File: config.mk
export PLATFORM = sky130hd
export DESIGN_NAME = debug_host_fsm_flat
export DESIGN_NICKNAME = d
export VERILOG_FILES = /design/src/rtl/debug_host_fsm_pkg.sv /design/src/rtl/debug_host_fsm_if.sv /design/src/rtl/debug_host_word_tx.sv /design/src/rtl/debug_host_fsm.sv /design/src/flat_wrapper.sv
export SDC_FILE = /design/constraint.sdc
export NUM_CORES = 1
export LEC_CHECK = 0
export CORE_MARGIN = 1
export CORE_UTILIZATION = 64
export CTS_CLUSTER_DIAMETER = 30
export DETAILED_ROUTE_END_ITERATION = 16
export DONT_BUFFER_PORTS = 1
export GPL_TIMING_DRIVEN = 0
export PLACE_DENSITY_LB_ADDON = 0.25
export SLEW_MARGIN = 20
export SYNTH_ARGS = -nofsm -noshare
export SYNTH_HDL_FRONTEND = slang
export SYNTH_SLANG_ARGS = --single-unit
File: constraint.sdc
create_clock -name clk -period 2.3 [get_ports clk]
set_input_delay 0.345 -clock clk [delete_from_list [all_inputs] [get_ports clk]]
set_output_delay 0.345 -clock clk [all_outputs]
set_load 0.1 [all_outputs]
File: src/rtl/debug_host_fsm_pkg.sv
// Shared constants and state types for the debug-link host initiator.
// Opcode values must match the debug unit on the far side of the UART.
package debug_host_fsm_pkg;

    localparam int DBG_UART_BITS        = 8;
    localparam int DBG_INSTRUCTION_BITS = 32;

    localparam logic [1:0] OP_LOAD_INST = 2'd1;
    localparam logic [1:0] OP_RUN       = 2'd2;

    localparam logic [1:0] ERR_OK      = 2'd0;
    localparam logic [1:0] ERR_TIMEOUT = 2'd1;
    localparam logic [1:0] ERR_NO_HALT = 2'd2;

    typedef enum logic [2:0] {
        ST_IDLE,
        ST_SEND_OP,
        ST_WAIT_OP,
        ST_FETCH,
        ST_LATCH,
        ST_WORD,
        ST_RX_FRAME,
        ST_DONE
    } host_state_e;

    typedef enum logic [1:0] {
        WT_IDLE,
        WT_SEND,
        WT_WAIT
    } word_tx_state_e;

    typedef struct packed {
        host_state_e    host;
        word_tx_state_e word;
    } dbg_state_t;

    function automatic logic is_valid_cmd(input logic [1:0] cmd);
        return (cmd == OP_LOAD_INST) || (cmd == OP_RUN);
    endfunction

endpackage

File: src/rtl/debug_host_fsm_if.sv
// Link bundle between the host FSM and its UART, program ROM and frame buffer.
// All *_start/*_done/*_we signals are single-cycle pulses; a TX byte is owned by
// the UART from the o_tx_start pulse until its i_tx_done pulse, and o_tx_data is
// stable over that window. i_rx_done qualifies i_rx_data for that cycle only.
interface debug_host_fsm_if
    import debug_host_fsm_pkg::*;
#(
    parameter int UART_BITS        = DBG_UART_BITS,
    parameter int INSTRUCTION_BITS = DBG_INSTRUCTION_BITS,
    parameter int PROG_ADDR_BITS   = 8,
    parameter int FRAME_ADDR_BITS  = 8
);
    logic [PROG_ADDR_BITS-1:0]   o_prog_addr;
    logic [INSTRUCTION_BITS-1:0] i_prog_data;
    logic                        o_tx_start;
    logic [UART_BITS-1:0]        o_tx_data;
    logic                        i_tx_done;
    logic                        i_rx_done;
    logic [UART_BITS-1:0]        i_rx_data;
    logic                        o_frame_we;
    logic [FRAME_ADDR_BITS-1:0]  o_frame_addr;
    logic [UART_BITS-1:0]        o_frame_data;

    modport master (
        output o_prog_addr, o_tx_start, o_tx_data, o_frame_we, o_frame_addr, o_frame_data,
        input  i_prog_data, i_tx_done, i_rx_done, i_rx_data
    );

    modport slave (
        input  o_prog_addr, o_tx_start, o_tx_data, o_frame_we, o_frame_addr, o_frame_data,
        output i_prog_data, i_tx_done, i_rx_done, i_rx_data
    );

endinterface

File: src/rtl/debug_host_word_tx.sv
// Serialises one program word into UART bytes, MSB first, with a per-byte
// tx_done timeout. done_o pulses once per word; timeout_o qualifies it.
module debug_host_word_tx
    import debug_host_fsm_pkg::*;
#(
    parameter int UART_BITS        = DBG_UART_BITS,
    parameter int INSTRUCTION_BITS = DBG_INSTRUCTION_BITS,
    parameter int TIMEOUT_BITS     = 20
) (
    input  logic                        clk,
    input  logic                        rst,
    input  logic                        start_i,
    input  logic [INSTRUCTION_BITS-1:0] word_i,
    output logic                        tx_start_o,
    output logic [UART_BITS-1:0]        tx_data_o,
    input  logic                        tx_done_i,
    output logic                        done_o,
    output logic                        timeout_o,
    output word_tx_state_e              state_o
);
    localparam int NBYTES   = INSTRUCTION_BITS / UART_BITS;
    localparam int IDX_BITS = (NBYTES > 1) ? $clog2(NBYTES) : 1;
    localparam logic [IDX_BITS-1:0]     LAST_IDX = IDX_BITS'(NBYTES - 1);
    localparam logic [TIMEOUT_BITS-1:0] TO_ONES  = '1;
    // Leaving on the edge that would saturate the counter gives exactly 2^N-1 idle cycles.
    localparam logic [TIMEOUT_BITS-1:0] TO_LAST  = TO_ONES - TIMEOUT_BITS'(1);

    word_tx_state_e              state_q;
    logic [INSTRUCTION_BITS-1:0] shreg_q;
    logic [IDX_BITS-1:0]         idx_q;
    logic [TIMEOUT_BITS-1:0]     to_q;
    logic                        tx_start_q;
    logic [UART_BITS-1:0]        tx_data_q;
    logic                        done_q;
    logic                        timeout_q;

    always_ff @(posedge clk or negedge rst) begin
        if (!rst) begin
            state_q    <= WT_IDLE;
            shreg_q    <= '0;
            idx_q      <= '0;
            to_q       <= '0;
            tx_start_q <= 1'b0;
            tx_data_q  <= '0;
            done_q     <= 1'b0;
            timeout_q  <= 1'b0;
        end else begin
            tx_start_q <= 1'b0;
            done_q     <= 1'b0;
            unique case (state_q)
                WT_IDLE: begin
                    if (start_i) begin
                        tx_start_q <= 1'b1;
                        tx_data_q  <= word_i[INSTRUCTION_BITS-1 -: UART_BITS];
                        shreg_q    <= word_i << UART_BITS;
                        idx_q      <= '0;
                        timeout_q  <= 1'b0;
                        state_q    <= WT_SEND;
                    end
                end
                WT_SEND: begin
                    to_q    <= '0;
                    state_q <= WT_WAIT;
                end
                WT_WAIT: begin
                    if (tx_done_i) begin
                        to_q <= '0;
                        if (idx_q == LAST_IDX) begin
                            done_q  <= 1'b1;
                            state_q <= WT_IDLE;
                        end else begin
                            tx_start_q <= 1'b1;
                            tx_data_q  <= shreg_q[INSTRUCTION_BITS-1 -: UART_BITS];
                            shreg_q    <= shreg_q << UART_BITS;
                            idx_q      <= idx_q + IDX_BITS'(1);
                            state_q    <= WT_SEND;
                        end
                    end else if (to_q == TO_LAST) begin
                        done_q    <= 1'b1;
                        timeout_q <= 1'b1;
                        state_q   <= WT_IDLE;
                    end else begin
                        to_q <= to_q + TIMEOUT_BITS'(1);
                    end
                end
                default: state_q <= WT_IDLE;
            endcase
        end
    end

    assign tx_start_o = tx_start_q;
    assign tx_data_o  = tx_data_q;
    assign done_o     = done_q;
    assign timeout_o  = timeout_q;
    assign state_o    = state_q;

endmodule

File: src/rtl/debug_host_fsm.sv
// Host-side initiator for the debug UART link: sends LOAD/RUN opcodes, streams
// program words from a sync ROM, and stores the returned dump frame.
module debug_host_fsm
    import debug_host_fsm_pkg::*;
#(
    parameter int                          UART_BITS        = DBG_UART_BITS,
    parameter int                          INSTRUCTION_BITS = DBG_INSTRUCTION_BITS,
    parameter int                          PROG_ADDR_BITS   = 8,
    parameter int                          FRAME_BYTES      = 160,
    parameter int                          FRAME_ADDR_BITS  = 8,
    parameter logic [INSTRUCTION_BITS-1:0] HALT_WORD        = 32'hFC000000,
    parameter int                          TIMEOUT_BITS     = 20
) (
    input  logic                   clk,
    input  logic                   rst,
    input  logic                   i_start,
    input  logic [1:0]             i_cmd,
    debug_host_fsm_if.master       link,
    output logic                   o_busy,
    output logic                   o_done,
    output logic [1:0]             o_error,
    output dbg_state_t             o_dbg_state
);
    localparam logic [TIMEOUT_BITS-1:0]    TO_ONES    = '1;
    localparam logic [TIMEOUT_BITS-1:0]    TO_LAST    = TO_ONES - TIMEOUT_BITS'(1);
    localparam logic [FRAME_ADDR_BITS-1:0] FRAME_LAST = FRAME_ADDR_BITS'(FRAME_BYTES - 1);

    host_state_e                 state_q;
    logic [1:0]                  cmd_q;
    logic [PROG_ADDR_BITS-1:0]   prog_addr_q;
    logic [FRAME_ADDR_BITS-1:0]  frame_cnt_q;
    logic [TIMEOUT_BITS-1:0]     to_q;
    logic                        halt_q;
    logic                        op_tx_start_q;
    logic [UART_BITS-1:0]        op_tx_data_q;
    logic                        word_start_q;
    logic                        done_q;
    logic [1:0]                  error_q;

    logic                        word_tx_start;
    logic [UART_BITS-1:0]        word_tx_data;
    logic                        word_done;
    logic                        word_timeout;
    word_tx_state_e              word_state;
    logic                        to_expired;
    logic                        rx_accept;

    assign to_expired = (to_q == TO_LAST);
    assign rx_accept  = (state_q == ST_RX_FRAME) && link.i_rx_done;

    debug_host_word_tx #(
        .UART_BITS       (UART_BITS),
        .INSTRUCTION_BITS(INSTRUCTION_BITS),
        .TIMEOUT_BITS    (TIMEOUT_BITS)
    ) u_word_tx (
        .clk       (clk),
        .rst       (rst),
        .start_i   (word_start_q),
        .word_i    (link.i_prog_data),
        .tx_start_o(word_tx_start),
        .tx_data_o (word_tx_data),
        .tx_done_i (link.i_tx_done),
        .done_o    (word_done),
        .timeout_o (word_timeout),
        .state_o   (word_state)
    );

    always_ff @(posedge clk or negedge rst) begin
        if (!rst) begin
            state_q       <= ST_IDLE;
            cmd_q         <= '0;
            prog_addr_q   <= '0;
            frame_cnt_q   <= '0;
            to_q          <= '0;
            halt_q        <= 1'b0;
            op_tx_start_q <= 1'b0;
            op_tx_data_q  <= '0;
            word_start_q  <= 1'b0;
            done_q        <= 1'b0;
            error_q       <= ERR_OK;
        end else begin
            op_tx_start_q <= 1'b0;
            word_start_q  <= 1'b0;
            done_q        <= 1'b0;
            unique case (state_q)
                ST_IDLE: begin
                    if (i_start && is_valid_cmd(i_cmd)) begin
                        error_q       <= ERR_OK;
                        prog_addr_q   <= '0;
                        frame_cnt_q   <= '0;
                        cmd_q         <= i_cmd;
                        op_tx_start_q <= 1'b1;
                        op_tx_data_q  <= UART_BITS'(i_cmd);
                        state_q       <= ST_SEND_OP;
                    end
                end
                ST_SEND_OP: begin
                    to_q    <= '0;
                    state_q <= ST_WAIT_OP;
                end
                ST_WAIT_OP: begin
                    if (link.i_tx_done) begin
                        to_q    <= '0;
                        state_q <= (cmd_q == OP_LOAD_INST) ? ST_FETCH : ST_RX_FRAME;
                    end else if (to_expired) begin
                        done_q  <= 1'b1;
                        error_q <= ERR_TIMEOUT;
                        state_q <= ST_DONE;
                    end else begin
                        to_q <= to_q + TIMEOUT_BITS'(1);
                    end
                end
                // Address was presented on entry to FETCH; ROM data is valid during LATCH.
                ST_FETCH: begin
                    word_start_q <= 1'b1;
                    state_q      <= ST_LATCH;
                end
                ST_LATCH: begin
                    halt_q  <= (link.i_prog_data == HALT_WORD);
                    state_q <= ST_WORD;
                end
                ST_WORD: begin
                    if (word_done) begin
                        if (word_timeout) begin
                            done_q  <= 1'b1;
                            error_q <= ERR_TIMEOUT;
                            state_q <= ST_DONE;
                        end else if (halt_q) begin
                            done_q  <= 1'b1;
                            error_q <= ERR_OK;
                            state_q <= ST_DONE;
                        end else if (prog_addr_q == '1) begin
                            done_q  <= 1'b1;
                            error_q <= ERR_NO_HALT;
                            state_q <= ST_DONE;
                        end else begin
                            prog_addr_q <= prog_addr_q + PROG_ADDR_BITS'(1);
                            state_q     <= ST_FETCH;
                        end
                    end
                end
                ST_RX_FRAME: begin
                    if (link.i_rx_done) begin
                        to_q        <= '0;
                        frame_cnt_q <= frame_cnt_q + FRAME_ADDR_BITS'(1);
                        if (frame_cnt_q == FRAME_LAST) begin
                            done_q  <= 1'b1;
                            error_q <= ERR_OK;
                            state_q <= ST_DONE;
                        end
                    end else if (to_expired) begin
                        done_q  <= 1'b1;
                        error_q <= ERR_TIMEOUT;
                        state_q <= ST_DONE;
                    end else begin
                        to_q <= to_q + TIMEOUT_BITS'(1);
                    end
                end
                ST_DONE: state_q <= ST_IDLE;
                default: state_q <= ST_IDLE;
            endcase
        end
    end

    // Frame writes bypass the registers so a byte lands in the same cycle it arrives.
    assign link.o_prog_addr  = prog_addr_q;
    assign link.o_tx_start   = op_tx_start_q | word_tx_start;
    assign link.o_tx_data    = (state_q == ST_WORD) ? word_tx_data : op_tx_data_q;
    assign link.o_frame_we   = rx_accept;
    assign link.o_frame_addr = frame_cnt_q;
    assign link.o_frame_data = rx_accept ? link.i_rx_data : '0;

    assign o_busy      = (state_q != ST_IDLE);
    assign o_done      = done_q;
    assign o_error     = error_q;
    assign o_dbg_state = '{host: state_q, word: word_state};

endmodule

File: src/flat_wrapper.sv
// flat-port wrapper written by rule: the top's interface ports become plain ports
module debug_host_fsm_flat import debug_host_fsm_pkg::*;
#(
    parameter int                          UART_BITS        = DBG_UART_BITS,
    parameter int                          INSTRUCTION_BITS = DBG_INSTRUCTION_BITS,
    parameter int                          PROG_ADDR_BITS   = 8,
    parameter int                          FRAME_BYTES      = 160,
    parameter int                          FRAME_ADDR_BITS  = 8,
    parameter logic [INSTRUCTION_BITS-1:0] HALT_WORD        = 32'hFC000000,
    parameter int                          TIMEOUT_BITS     = 20
)
  (clk, rst, i_start, i_cmd, o_busy, o_done, o_error, o_dbg_state, link_o_prog_addr, link_o_tx_start, link_o_tx_data, link_o_frame_we, link_o_frame_addr, link_o_frame_data, link_i_prog_data, link_i_tx_done, link_i_rx_done, link_i_rx_data);
  debug_host_fsm_if #(.UART_BITS(UART_BITS), .INSTRUCTION_BITS(INSTRUCTION_BITS), .PROG_ADDR_BITS(PROG_ADDR_BITS), .FRAME_ADDR_BITS(FRAME_ADDR_BITS)) link_i ();
  input  logic clk;
  input  logic rst;
  input  logic i_start;
  input  logic [1:0] i_cmd;
  output logic o_busy;
  output logic o_done;
  output logic [1:0] o_error;
  output dbg_state_t o_dbg_state;
  output wire logic [$bits(link_i.o_prog_addr)-1:0] link_o_prog_addr;
  output wire logic [$bits(link_i.o_tx_start)-1:0] link_o_tx_start;
  output wire logic [$bits(link_i.o_tx_data)-1:0] link_o_tx_data;
  output wire logic [$bits(link_i.o_frame_we)-1:0] link_o_frame_we;
  output wire logic [$bits(link_i.o_frame_addr)-1:0] link_o_frame_addr;
  output wire logic [$bits(link_i.o_frame_data)-1:0] link_o_frame_data;
  input wire logic [$bits(link_i.i_prog_data)-1:0] link_i_prog_data;
  input wire logic [$bits(link_i.i_tx_done)-1:0] link_i_tx_done;
  input wire logic [$bits(link_i.i_rx_done)-1:0] link_i_rx_done;
  input wire logic [$bits(link_i.i_rx_data)-1:0] link_i_rx_data;
  assign link_o_prog_addr = link_i.o_prog_addr;
  assign link_o_tx_start = link_i.o_tx_start;
  assign link_o_tx_data = link_i.o_tx_data;
  assign link_o_frame_we = link_i.o_frame_we;
  assign link_o_frame_addr = link_i.o_frame_addr;
  assign link_o_frame_data = link_i.o_frame_data;
  assign link_i.i_prog_data = link_i_prog_data;
  assign link_i.i_tx_done = link_i_tx_done;
  assign link_i.i_rx_done = link_i_rx_done;
  assign link_i.i_rx_data = link_i_rx_data;
  debug_host_fsm #(.UART_BITS(UART_BITS), .INSTRUCTION_BITS(INSTRUCTION_BITS), .PROG_ADDR_BITS(PROG_ADDR_BITS), .FRAME_BYTES(FRAME_BYTES), .FRAME_ADDR_BITS(FRAME_ADDR_BITS), .HALT_WORD(HALT_WORD), .TIMEOUT_BITS(TIMEOUT_BITS)) u_core (.clk(clk), .rst(rst), .i_start(i_start), .i_cmd(i_cmd), .link(link_i), .o_busy(o_busy), .o_done(o_done), .o_error(o_error), .o_dbg_state(o_dbg_state));
endmodule
==> run metrics, run 1 <==
count of state elements after synthesis 106; Initial Utilization 65.8%; mean area per synthesized cell 9.04 sq um; worst clock skew 10.8 ps; area fraction in compound gates after synthesis 17.7%; synthesized-area fraction occupied by adder cells 1.53%; worst endpoint required time 2580 ps; Power per Cell Area 1330 nW/um^2; data arrival time of the worst path 2780 ps; Rows 34; met1 routing resource usage after global routing 38.7%; # Max-Cap Violations 0; status finished with violations; area added between synthesis and finish 13.4%; detail-routed net length per standard cell 17.7 um; global-route wire length before repair 21600 um; Reg-to-Reg End u_core.o_error[0]$_DFFE_PN0P_; worst reg2reg path depth 7; CTS tree yes; dominant register cell in the synthesized netlist sky130_fd_sc_hd__dfrtp_1; ratio of cells with drive above 1 in the final layout 20.0%; x dimension of the die 96.5 um; deepest level of the CTS H-tree 3; vias in the first global route 4678; mux share of post-synthesis cell area 0.744%; DRC errors left 0; number of filler instances in the final layout 596; area enclosed by the die boundary 9310 sq um; total wire length 13600 um; Fin. Hold Viols 106; nets@finish 713; Layout Cells excl Fill 772; XOR/XNOR share of the synthesized area 3.83%; chip height 96.5 um; Tcrit/Tclk final 109%; GRT met2 Usage 49.2%; buffers added on ports 0; violations in the final reports negative hold slack, negative setup slack; flop2flop setup slack -200 ps; cts bufs inserted 9; antenna diode count 0; total global-route track usage 30.0%; crit path max fanout 8; worst reg2reg path startpoint u_core.state_q[1]$_DFFE_PN0P_; Final setup viols 14; gate count after technology mapping 632; TritonCTS sink count 106; Max clock buf depth 2; Clock transition at path regs 110 ps; count of cell types in the netlist 67; worst ir drop on vdd 0.736 mV; num ports 90; core box area 8680 sq um; detailed-route via count 5019; transition time at the pin with the least slew margin 1010 ps; leakage component of the power 2.74 nW; number of nets still failing antenna checks after routing 0; critical path startpoint category flop; fraction of registers with async set or reset after synthesis 100%; Synthesis Warnings 0; Final WS setup -200 ps; endpoint class of the critical path flop; clk_lat worst skew 380 ps; GR Layer Usage met3 7.20%; cell total after placement 740; worst slack on hold paths -355 ps; dominant combinational cell family by area after synthesis simple AND/OR/NAND/NOR gates; Final Total Pwr 8.65 mW; final setup TNS -947 ps; minimum clock period 2500 ps; upper clock frequency limit 400 MHz; estimated wirelength of the detail-placed design 9220 um; Synth Area in Simple Gates 25.7%; Via density 6.50; total nets after synthesis 686; type of the worst min-delay path in2async; critical path class reg2reg; gpl congestion 0.898; Max-Slew Margin vs Limit 32.7%; First-pass DRT Iterations 4; setup repair after global routing missed its margin true; pin count of the biggest net entering global routing 107; grt ovf 0; fraction of the yosys area taken by sequential cells 46.4%; gr busiest metal met2; Final Max Tran Viols 0; number of DRC violations after detailed-routing iteration 0 246; initial antenna violation count 0; mapped cell area 5710 sq um; EDFF count, synth 0; Root Buffer sky130_fd_sc_hd__clkbuf_8
cell families (layout without fill, tap and decap cells):
kind of cell             count (synthesis)  in the layout
AND/OR/NAND/NOR                        288            288
AO/OA/AOI/OAI                          149            149
flip-flops                             106            106
buffers and inverters                   53             85
XOR/XNOR                                25             25
adder cells (fa/ha/maj)                  7              7
multiplexers                             4              4
cells in the mapped netlist, drive strengths merged, types with 5 or more instances:
cell type / number / area share, %
nand2: 95 / 6.3
buf: 15 / 1.5
nor3: 8 / 0.96
nor2: 60 / 4.1
clkbuf: 19 / 1.3
and3: 6 / 0.66
a21oi: 29 / 2.5
or4: 5 / 0.72
o41ai: 7 / 1.1
inv: 18 / 1.2
nor2b: 8 / 0.88
a211oi: 9 / 1.3
nand4: 19 / 2.4
o21ai: 21 / 1.9
o31ai: 5 / 0.66
a22o: 12 / 1.8
xnor2: 21 / 3.2
nand2b: 7 / 0.77
dfrtp: 106 / 46
and2: 19 / 2.1
nor4: 20 / 2.5
ha: 7 / 1.5
nand3: 25 / 2.2
a21o: 7 / 0.92
a31oi: 31 / 3.4
worst max-delay path: stages (launching register included):
cell and delay (ps):
sky130_fd_sc_hd__dfrtp_4 650, sky130_fd_sc_hd__buf_8 200, sky130_fd_sc_hd__nor3_4 240, sky130_fd_sc_hd__clkinvlp_4 510, sky130_fd_sc_hd__o221ai_2 200, sky130_fd_sc_hd__o211ai_1 170
sky130_fd_sc_hd__a221o_1 320, sky130_fd_sc_hd__o21a_1 100
stage by stage:
step	worst slack, ps	utilization (%)	instance area, sq um
after CTS	-155	72.9	6330
after global placement	-240	68.5	5940
after global routing	-244	74.7	6480
final	-200	74.7	6480
after detailed placement	-275	68.5	5940
after floorplan	-68.3	-	5810
state kept, by name, indices dropped and copies added, names as in the netlist:
signal	flops
u_core.u_word_tx.shreg_q	24
u_core.to_q	20
u_core.u_word_tx.to_q	20
u_core.link.o_frame_addr	8
u_core.link.o_prog_addr	8
u_core.u_word_tx.tx_data_o	8
u_core.state_q	3
u_core.o_error	2
u_core.op_tx_data_q	2
u_core.u_word_tx.idx_q	2
u_core.u_word_tx.state_o	2
u_core.halt_q	1
u_core.o_done	1
u_core.op_tx_start_q	1
u_core.u_word_tx.done_o	1
u_core.u_word_tx.timeout_o	1
u_core.u_word_tx.tx_start_o	1
u_core.word_start_q	1
layout by cell type (no fill, tap or decap), drive strengths merged, types with 4 or more instances in the layout:
master,count
a31oi,31
and3,6
nor2b,8
xnor2,21
o31ai,5
buf,34
nand3,25
ha,7
o41ai,7
nor4,20
nand4,19
o311ai,4
and4,4
nand2,95
a31o,4
o22ai,4
clkbuf,25
o21ai,21
a21oi,29
xor2,4
o211ai,4
a22o,12
and2,19
nor2,60
or4,5
nand2b,7
inv,20
nor3,8
dfrtp,106
a211oi,9
a21o,7
cell type report:
cell class | instances | area [sq um] | area share, %
Multi-Input combinational cell | 473 | 3010 | 46.5
Sequential cell | 106 | 2700 | 41.6
Buffer | 31 | 199 | 3.07
Timing Repair Buffer | 19 | 160 | 2.47
Tap cell | 108 | 135 | 2.09
Clock buffer | 9 | 124 | 1.91
Inverter | 19 | 81.3 | 1.26
Clock inverter | 7 | 73.8 | 1.14
metal layers:
layer  share of wire [%]  wire length, um
met5                   0                0
met4                 1.5              204
met3                 7.8             1060
met2                  50             6790
met1                  41             5590
how the worst max path moves through the flow:
stage	depth (start not counted)	start	slack (ps)	to
finish	7	u_core.state_q[1]$_DFFE_PN0P_	-200	u_core.o_error[0]$_DFFE_PN0P_
global route	7	u_core.state_q[1]$_DFFE_PN0P_	-240	u_core.o_error[0]$_DFFE_PN0P_
CTS	7	u_core.state_q[0]$_DFFE_PN0P_	-150	u_core.o_error[0]$_DFFE_PN0P_
detailed placement	5	u_core.link.o_frame_addr[3]$_DFFE_PN0P_	-280	u_core.o_error[0]$_DFFE_PN0P_
global placement	5	u_core.link.o_frame_addr[3]$_DFFE_PN0P_	-240	u_core.o_error[0]$_DFFE_PN0P_
floorplan	7	u_core.state_q[1]$_DFFE_PN0P_	-70	u_core.o_error[0]$_DFFE_PN0P_
where the power goes:
part           switching [mW]  leakage [nW]  internal (mW)
sequential               1.54          1.35           2.43
combinational            2.29          1.29           1.23
clock                   0.723        0.0977          0.426
what timing repair did:
action                                  in CTS  in global routing
gates resized for setup                     36                 34
cloned                                       2                  0
endpoints found under the setup margin      79                 77
pin swaps                                   12                  9
hold endpoints to repair                   106                106
buffers inserted                             9                  8
Note: power is estimated with default switching activity, not from simulation.
==> inputs of run 2 (changes only) <==
--- a/config.mk
+++ b/config.mk
@@ -5,11 +5,13 @@
 export SDC_FILE = /design/constraint.sdc
 export NUM_CORES = 1
 export LEC_CHECK = 0
+export CORE_ASPECT_RATIO = 0.5
 export CORE_MARGIN = 1
 export CORE_UTILIZATION = 64
-export CTS_CLUSTER_DIAMETER = 30
+export CTS_CLUSTER_DIAMETER = 40
 export DETAILED_ROUTE_END_ITERATION = 16
 export DONT_BUFFER_PORTS = 1
+export GPL_ROUTABILITY_DRIVEN = 0
 export GPL_TIMING_DRIVEN = 0
 export PLACE_DENSITY_LB_ADDON = 0.25
 export SLEW_MARGIN = 20
==> run metrics, run 2 (synthesis gave the netlist of run 1 again) <==
endpoint class of the critical path flop (unchanged); nets@finish 713 (unchanged); combined buffer and inverter count along the critical path 2 (unchanged); CTS tree yes (unchanged); worst endpoint required time 2540 ps (was 2580 ps); Max-Slew Margin vs Limit 31.2% (was 32.7%); buffers added on ports 0 (unchanged); clk_lat worst skew 360 ps (was 380 ps); # Max-Cap Violations 0 (unchanged); Final WS setup -241 ps (was -200 ps); number of DRC violations after detailed-routing iteration 0 637 (was 246); most flop-heavy register u_core.u_word_tx.shreg_q (unchanged); top library cells by usage in the layout, fill and taps aside sky130_fd_sc_hd__nand2_1, sky130_fd_sc_hd__dfrtp_1, sky130_fd_sc_hd__nor2_1, sky130_fd_sc_hd__a31oi_1, sky130_fd_sc_hd__a21oi_1 (unchanged); slowest cell on the critical path sky130_fd_sc_hd__dfrtp_4 (unchanged); Power per Cell Area 1390 nW/um^2 (was 1330 nW/um^2); pin count of the biggest net entering global routing 107 (unchanged); area enclosed by the die boundary 9330 sq um (was 9310 sq um); num ports 90 (unchanged); data arrival time of the worst path 2780 ps (about the same); Fin. Hold Viols 106 (unchanged); cts bufs inserted 9 (unchanged); Final Total Pwr 9.23 mW (was 8.65 mW); number of filler instances in the final layout 517 (was 596); slowest stage delay, CP 640 ps (was 650 ps); critical path class reg2reg (unchanged); deepest level of the CTS H-tree 3 (unchanged); max FFs per register 24 (unchanged); First-pass DRT Iterations 5 (was 4); Tcrit/Tclk final 110% (was 109%); status finished with violations (unchanged); worst ir drop on vdd 0.830 mV (was 0.736 mV); Final setup viols 21 (was 14); violations in the final reports negative hold slack, negative setup slack (unchanged); TritonCTS sink count 106 (unchanged); chip height 68.8 um (was 96.5 um); Root Buffer sky130_fd_sc_hd__clkbuf_16 (was sky130_fd_sc_hd__clkbuf_8); Final Max Tran Viols 0 (unchanged); biggest regs u_core.u_word_tx.shreg_q x24, u_core.to_q x20, u_core.u_word_tx.to_q x20 (unchanged); Clock transition at path regs 80 ps (was 110 ps); setup repair after global routing missed its margin true (unchanged); x dimension of the die 136 um (was 96.5 um); Initial Utilization 68.7% (was 65.8%); gate family responsible for the most delay along the worst path compound AO/OA/AOI/OAI gates (unchanged); detail-routed net length per standard cell 20.1 um (was 17.7 um); crit path max fanout 7 (was 8); antenna diode count 0 (unchanged); global-route wire length before repair 22500 um (was 21600 um); grt ovf 0 (unchanged); number of nets still failing antenna checks after routing 0 (unchanged); minimum clock period 2540 ps (was 2500 ps); Rows 23 (was 34); most common library cell in the layout ignoring fill and taps sky130_fd_sc_hd__nand2_1; DRC errors left 0 (unchanged); worst slack on hold paths -326 ps (was -355 ps); transition time at the pin with the least slew margin 1030 ps (was 1010 ps); upper clock frequency limit 394 MHz (was 400 MHz); total wire length 15600 um (was 13600 um); estimated wirelength of the detail-placed design 9620 um (was 9220 um); total global-route track usage 31.6% (was 30.0%); initial antenna violation count 0 (unchanged); vias in the first global route 4625 (was 4678); critical path startpoint category flop (unchanged); core box area 8320 sq um (was 8680 sq um); area added between synthesis and finish 16.0% (was 13.4%); worst-path cell chain buf_6, nor3_4, clkinvlp_4, o221ai_2, o211ai_1, a221o_1, o21a_1 (was buf_8, nor3_4, clkinvlp_4, o221ai_2, o211ai_1, a221o_1, o21a_1); Max clock buf depth 2 (unchanged); detailed-route via count 5343 (was 5019); Via density 6.89 (was 6.50); ratio of cells with drive above 1 in the final layout 20.8% (was 20.0%); worst clock skew 11.5 ps (was 10.8 ps); leakage component of the power 2.79 nW (was 2.74 nW); type of the worst min-delay path in2async (unchanged)
==> run 2: changes by cell type in the layout (fill, tap and decap cells not counted), sizes merged <==
| cell | previous run | this run |
|---|---|---|
| clkbuf | 25 | 27 |
| buf | 34 | 32 |
==> run 2: through the flow <==
stage / worst slack [ps] / utilization [%] / instances / TNS, ps / cell area [sq um]
after floorplan: -68.3 / - / 632 / -68.3 / 5810
after global placement: -301 / 71.5 / 744 / -7690 / 5950
after detailed placement: -393 / 71.5 / 744 / -10680 / 5950
after CTS: -155 / 77.3 / 767 / -795 / 6430
after global routing: -267 / 79.7 / 776 / -2400 / 6630
final: -241 / 79.7 / 776 / -1500 / 6630
==> run 2: report_power, final <==
part / internal (mW) / switching [mW] / total, mW
combinational: 1.24 / 2.38 / 3.62
sequential: 2.45 / 1.60 / 4.05
clock: 0.768 / 0.788 / 1.56
==> run 2: path summary, 6_finish.rpt <==
| kind | startpoint | cells past startpoint | endpoint | slack [ps] |
|---|---|---|---|---|
| min reg2reg | u_core.u_word_tx.idx_q[0]$_DFFE_PN0P_ | 1 | u_core.u_word_tx.idx_q[0]$_DFFE_PN0P_ | 510 |
| min | rst | 0 | u_core.link.o_frame_addr[2]$_DFFE_PN0P_ | -330 |
| max reg2reg | u_core.state_q[1]$_DFFE_PN0P_ | 7 | u_core.o_error[0]$_DFFE_PN0P_ | -240 |
| max | u_core.state_q[1]$_DFFE_PN0P_ | 7 | u_core.o_error[0]$_DFFE_PN0P_ | -240 |
| min in group clk | i_cmd[0] | 1 | u_core.op_tx_data_q[1]$_DFFE_PN0P_ | 70 |
| max in group asynchronous | rst | 0 | u_core.u_word_tx.state_o[0]$_DFFE_PN0P_ | 2470 |
==> run 2: area by class of cell <==
| class | count | area [sq um] | area share, % |
|---|---|---|---|
| buffer | 31 | 203 | 3.06 |
| multi-input combinational | 473 | 3050 | 46.0 |
| sequential | 106 | 2710 | 40.9 |
| clock inverter | 7 | 72.6 | 1.09 |
| clock buffer | 9 | 225 | 3.40 |
| inverter | 19 | 81.3 | 1.23 |
| timing repair buffer | 19 | 153 | 2.30 |
| tap | 112 | 140 | 2.11 |
==> run 2: routing by layer <==
layer  wire, um  global-route usage, %  vias to the layer above
li1           -                      -                     2350
met1       6200                   42.7                     2559
met2       7210                   50.4                      375
met3       1750                   8.48                       59
met4        435                   9.97                        0
met5          0                      0                        -
==> run 2: repair_timing <==
item                                   4_1_cts  5_1_grt
setup endpoints to repair                   81       70
cloned                                       1        0
pin swaps                                    8       14
endpoints found under the hold margin      106      106
setup buffers                                6       12
resized for setup                           44       34
==> inputs of run 3 (changes only) <==
--- a/config.mk
+++ b/config.mk
@@ -14,6 +14,7 @@
 export GPL_ROUTABILITY_DRIVEN = 0
 export GPL_TIMING_DRIVEN = 0
 export PLACE_DENSITY_LB_ADDON = 0.25
+export SKIP_CTS_REPAIR_TIMING = 1
 export SLEW_MARGIN = 20
 export SYNTH_ARGS = -nofsm -noshare
 export SYNTH_HDL_FRONTEND = slang
==> run metrics, run 3 (synthesis gave the netlist of run 1 again) <==
Final setup viols 17 (was 21); initial antenna violation count 0 (unchanged); Tcrit/Tclk final 113% (was 110%); number of DRC violations after detailed-routing iteration 0 650 (was 637); critical path class reg2out (was reg2reg); First-pass DRT Iterations 5 (unchanged); Worst Setup SP u_core.state_q[1]$_DFFE_PN0P_ (unchanged); Max-Slew Margin vs Limit 32.2% (was 31.2%); Layout Cells excl Fill 778 (was 776); minimum clock period 2600 ps (was 2540 ps); Fin. Hold Viols 106 (unchanged); max FFs per register 24 (unchanged); worst endpoint required time 1960 ps (was 2540 ps); biggest regs u_core.u_word_tx.shreg_q x24, u_core.to_q x20, u_core.u_word_tx.to_q x20 (unchanged); # Max-Cap Violations 0 (unchanged); chip height 68.8 um (unchanged); buffers added on ports 0 (unchanged); x dimension of the die 136 um (unchanged); area enclosed by the die boundary 9330 sq um (unchanged); setup repair after global routing missed its margin true (unchanged); cell total after placement 744 (unchanged); upper clock frequency limit 384 MHz (was 394 MHz); Power per Cell Area 1400 nW/um^2 (was 1390 nW/um^2); flop2flop setup slack -270 ps (was -240 ps); status finished with violations (unchanged); Via density 6.78 (was 6.89); cts bufs inserted 9 (unchanged); ratio of cells with drive above 1 in the final layout 20.3% (was 20.8%); critical path startpoint category flop (unchanged); Initial Utilization 68.7% (unchanged); TritonCTS sink count 106 (unchanged); crit path max fanout 8 (was 7); most flop-heavy register u_core.u_word_tx.shreg_q (unchanged); total wire length 15300 um (was 15600 um); data arrival time of the worst path 2260 ps (was 2780 ps); vias in the first global route 4392 (was 4625); nets@finish 715 (was 713); type of the worst min-delay path in2async (unchanged); most common library cell in the layout ignoring fill and taps sky130_fd_sc_hd__nand2_1 (unchanged); total global-route track usage 30.5% (was 31.6%); number of filler instances in the final layout 520 (was 517); Clock transition at path regs 80 ps (about the same); Root Buffer sky130_fd_sc_hd__clkbuf_16 (unchanged); leakage component of the power 2.79 nW (about the same); Final WS setup -303 ps (was -241 ps); Final Total Pwr 9.28 mW (was 9.23 mW); grt ovf 0 (unchanged); transition time at the pin with the least slew margin 1020 ps (was 1030 ps); final setup TNS -3120 ps (was -1500 ps); detailed-route via count 5274 (was 5343); Final Max Tran Viols 0 (unchanged); Rows 23 (unchanged); DRC errors left 0 (unchanged); worst reg2reg path startpoint u_core.state_q[0]$_DFFE_PN0P_ (was u_core.state_q[1]$_DFFE_PN0P_); endpoint class of the critical path output pin (was flop); deepest level of the CTS H-tree 3 (unchanged); num ports 90 (unchanged); antenna diode count 0 (unchanged); estimated wirelength of the detail-placed design 9620 um (unchanged); worst ir drop on vdd 0.820 mV (was 0.830 mV); area added between synthesis and finish 15.9% (was 16.0%); global-route wire length before repair 21700 um (was 22500 um); top library cells by usage in the layout, fill and taps aside sky130_fd_sc_hd__nand2_1, sky130_fd_sc_hd__dfrtp_1, sky130_fd_sc_hd__nor2_1, sky130_fd_sc_hd__a31oi_1, sky130_fd_sc_hd__a21oi_1 (unchanged); Max clock buf depth 2 (unchanged); worst clock skew 10.3 ps (was 11.5 ps); violations in the final reports negative hold slack, negative setup slack (unchanged); CTS tree yes (unchanged); detail-routed net length per standard cell 19.6 um (was 20.1 um); worst slack on hold paths -320 ps (was -326 ps); final design utilization 79.6% (was 79.7%); number of nets still failing antenna checks after routing 0 (unchanged); clk_lat worst skew 360 ps (about the same); pin count of the biggest net entering global routing 107 (unchanged); core box area 8320 sq um (unchanged)
run 3: through the flow:
stage,instance area (sq um),worst slack (ps)
6_report,6620,-303
5_1_grt,6620,-356
4_1_cts,6240,-600
3_5_place_dp,5950,-393
3_3_place_gp,5950,-301
2_1_floorplan,5810,-68.3
run 3: layer usage:
layer / vias to the layer above / global-route usage [%] / share of wire (%)
li1: 2357 / - / -
met2: 336 / 47.3 / 46
met3: 50 / 8.63 / 10
met1: 2531 / 42.2 / 41
met4: 0 / 8.57 / 2.1
met5: - / 0 / 0
run 3: layout make-up:
| cell class | count | area (sq um) | share of cell area, % |
|---|---|---|---|
| timing repair buffer | 19 | 150 | 2.27 |
| inverter | 19 | 81.3 | 1.23 |
| buffer | 33 | 214 | 3.23 |
| sequential | 106 | 2710 | 40.9 |
| multi-input combinational | 473 | 3030 | 45.8 |
| clock buffer | 9 | 225 | 3.40 |
| clock inverter | 7 | 72.6 | 1.10 |
| tap | 112 | 140 | 2.12 |
run 3: report_power, final:
part           switching (mW)  leakage [nW]  internal (mW)
combinational            2.41          1.30           1.27
sequential               1.59          1.35           2.46
clock                   0.785         0.143          0.768
run 3: worst paths after layout:
check / cells past startpoint / end
max: 6 / link_o_frame_data[5]
min: 0 / u_core.link.o_prog_addr[6]$_DFFE_PN0P_
max reg2reg: 8 / u_core.o_error[1]$_DFFE_PN0P_
min reg2reg: 1 / u_core.u_word_tx.idx_q[0]$_DFFE_PN0P_
max in group asynchronous: 0 / u_core.u_word_tx.state_o[0]$_DFFE_PN0P_
min in group clk: 1 / u_core.op_tx_data_q[1]$_DFFE_PN0P_
run 3: worst max-delay path, cell delays in order, from the launching register on:
cell and delay, ps:
sky130_fd_sc_hd__dfrtp_4 650, sky130_fd_sc_hd__nor2b_1 210, sky130_fd_sc_hd__buf_4 210, sky130_fd_sc_hd__nand3_4 130, sky130_fd_sc_hd__inv_4 120, sky130_fd_sc_hd__clkbuf_16 210, sky130_fd_sc_hd__and2_4 350
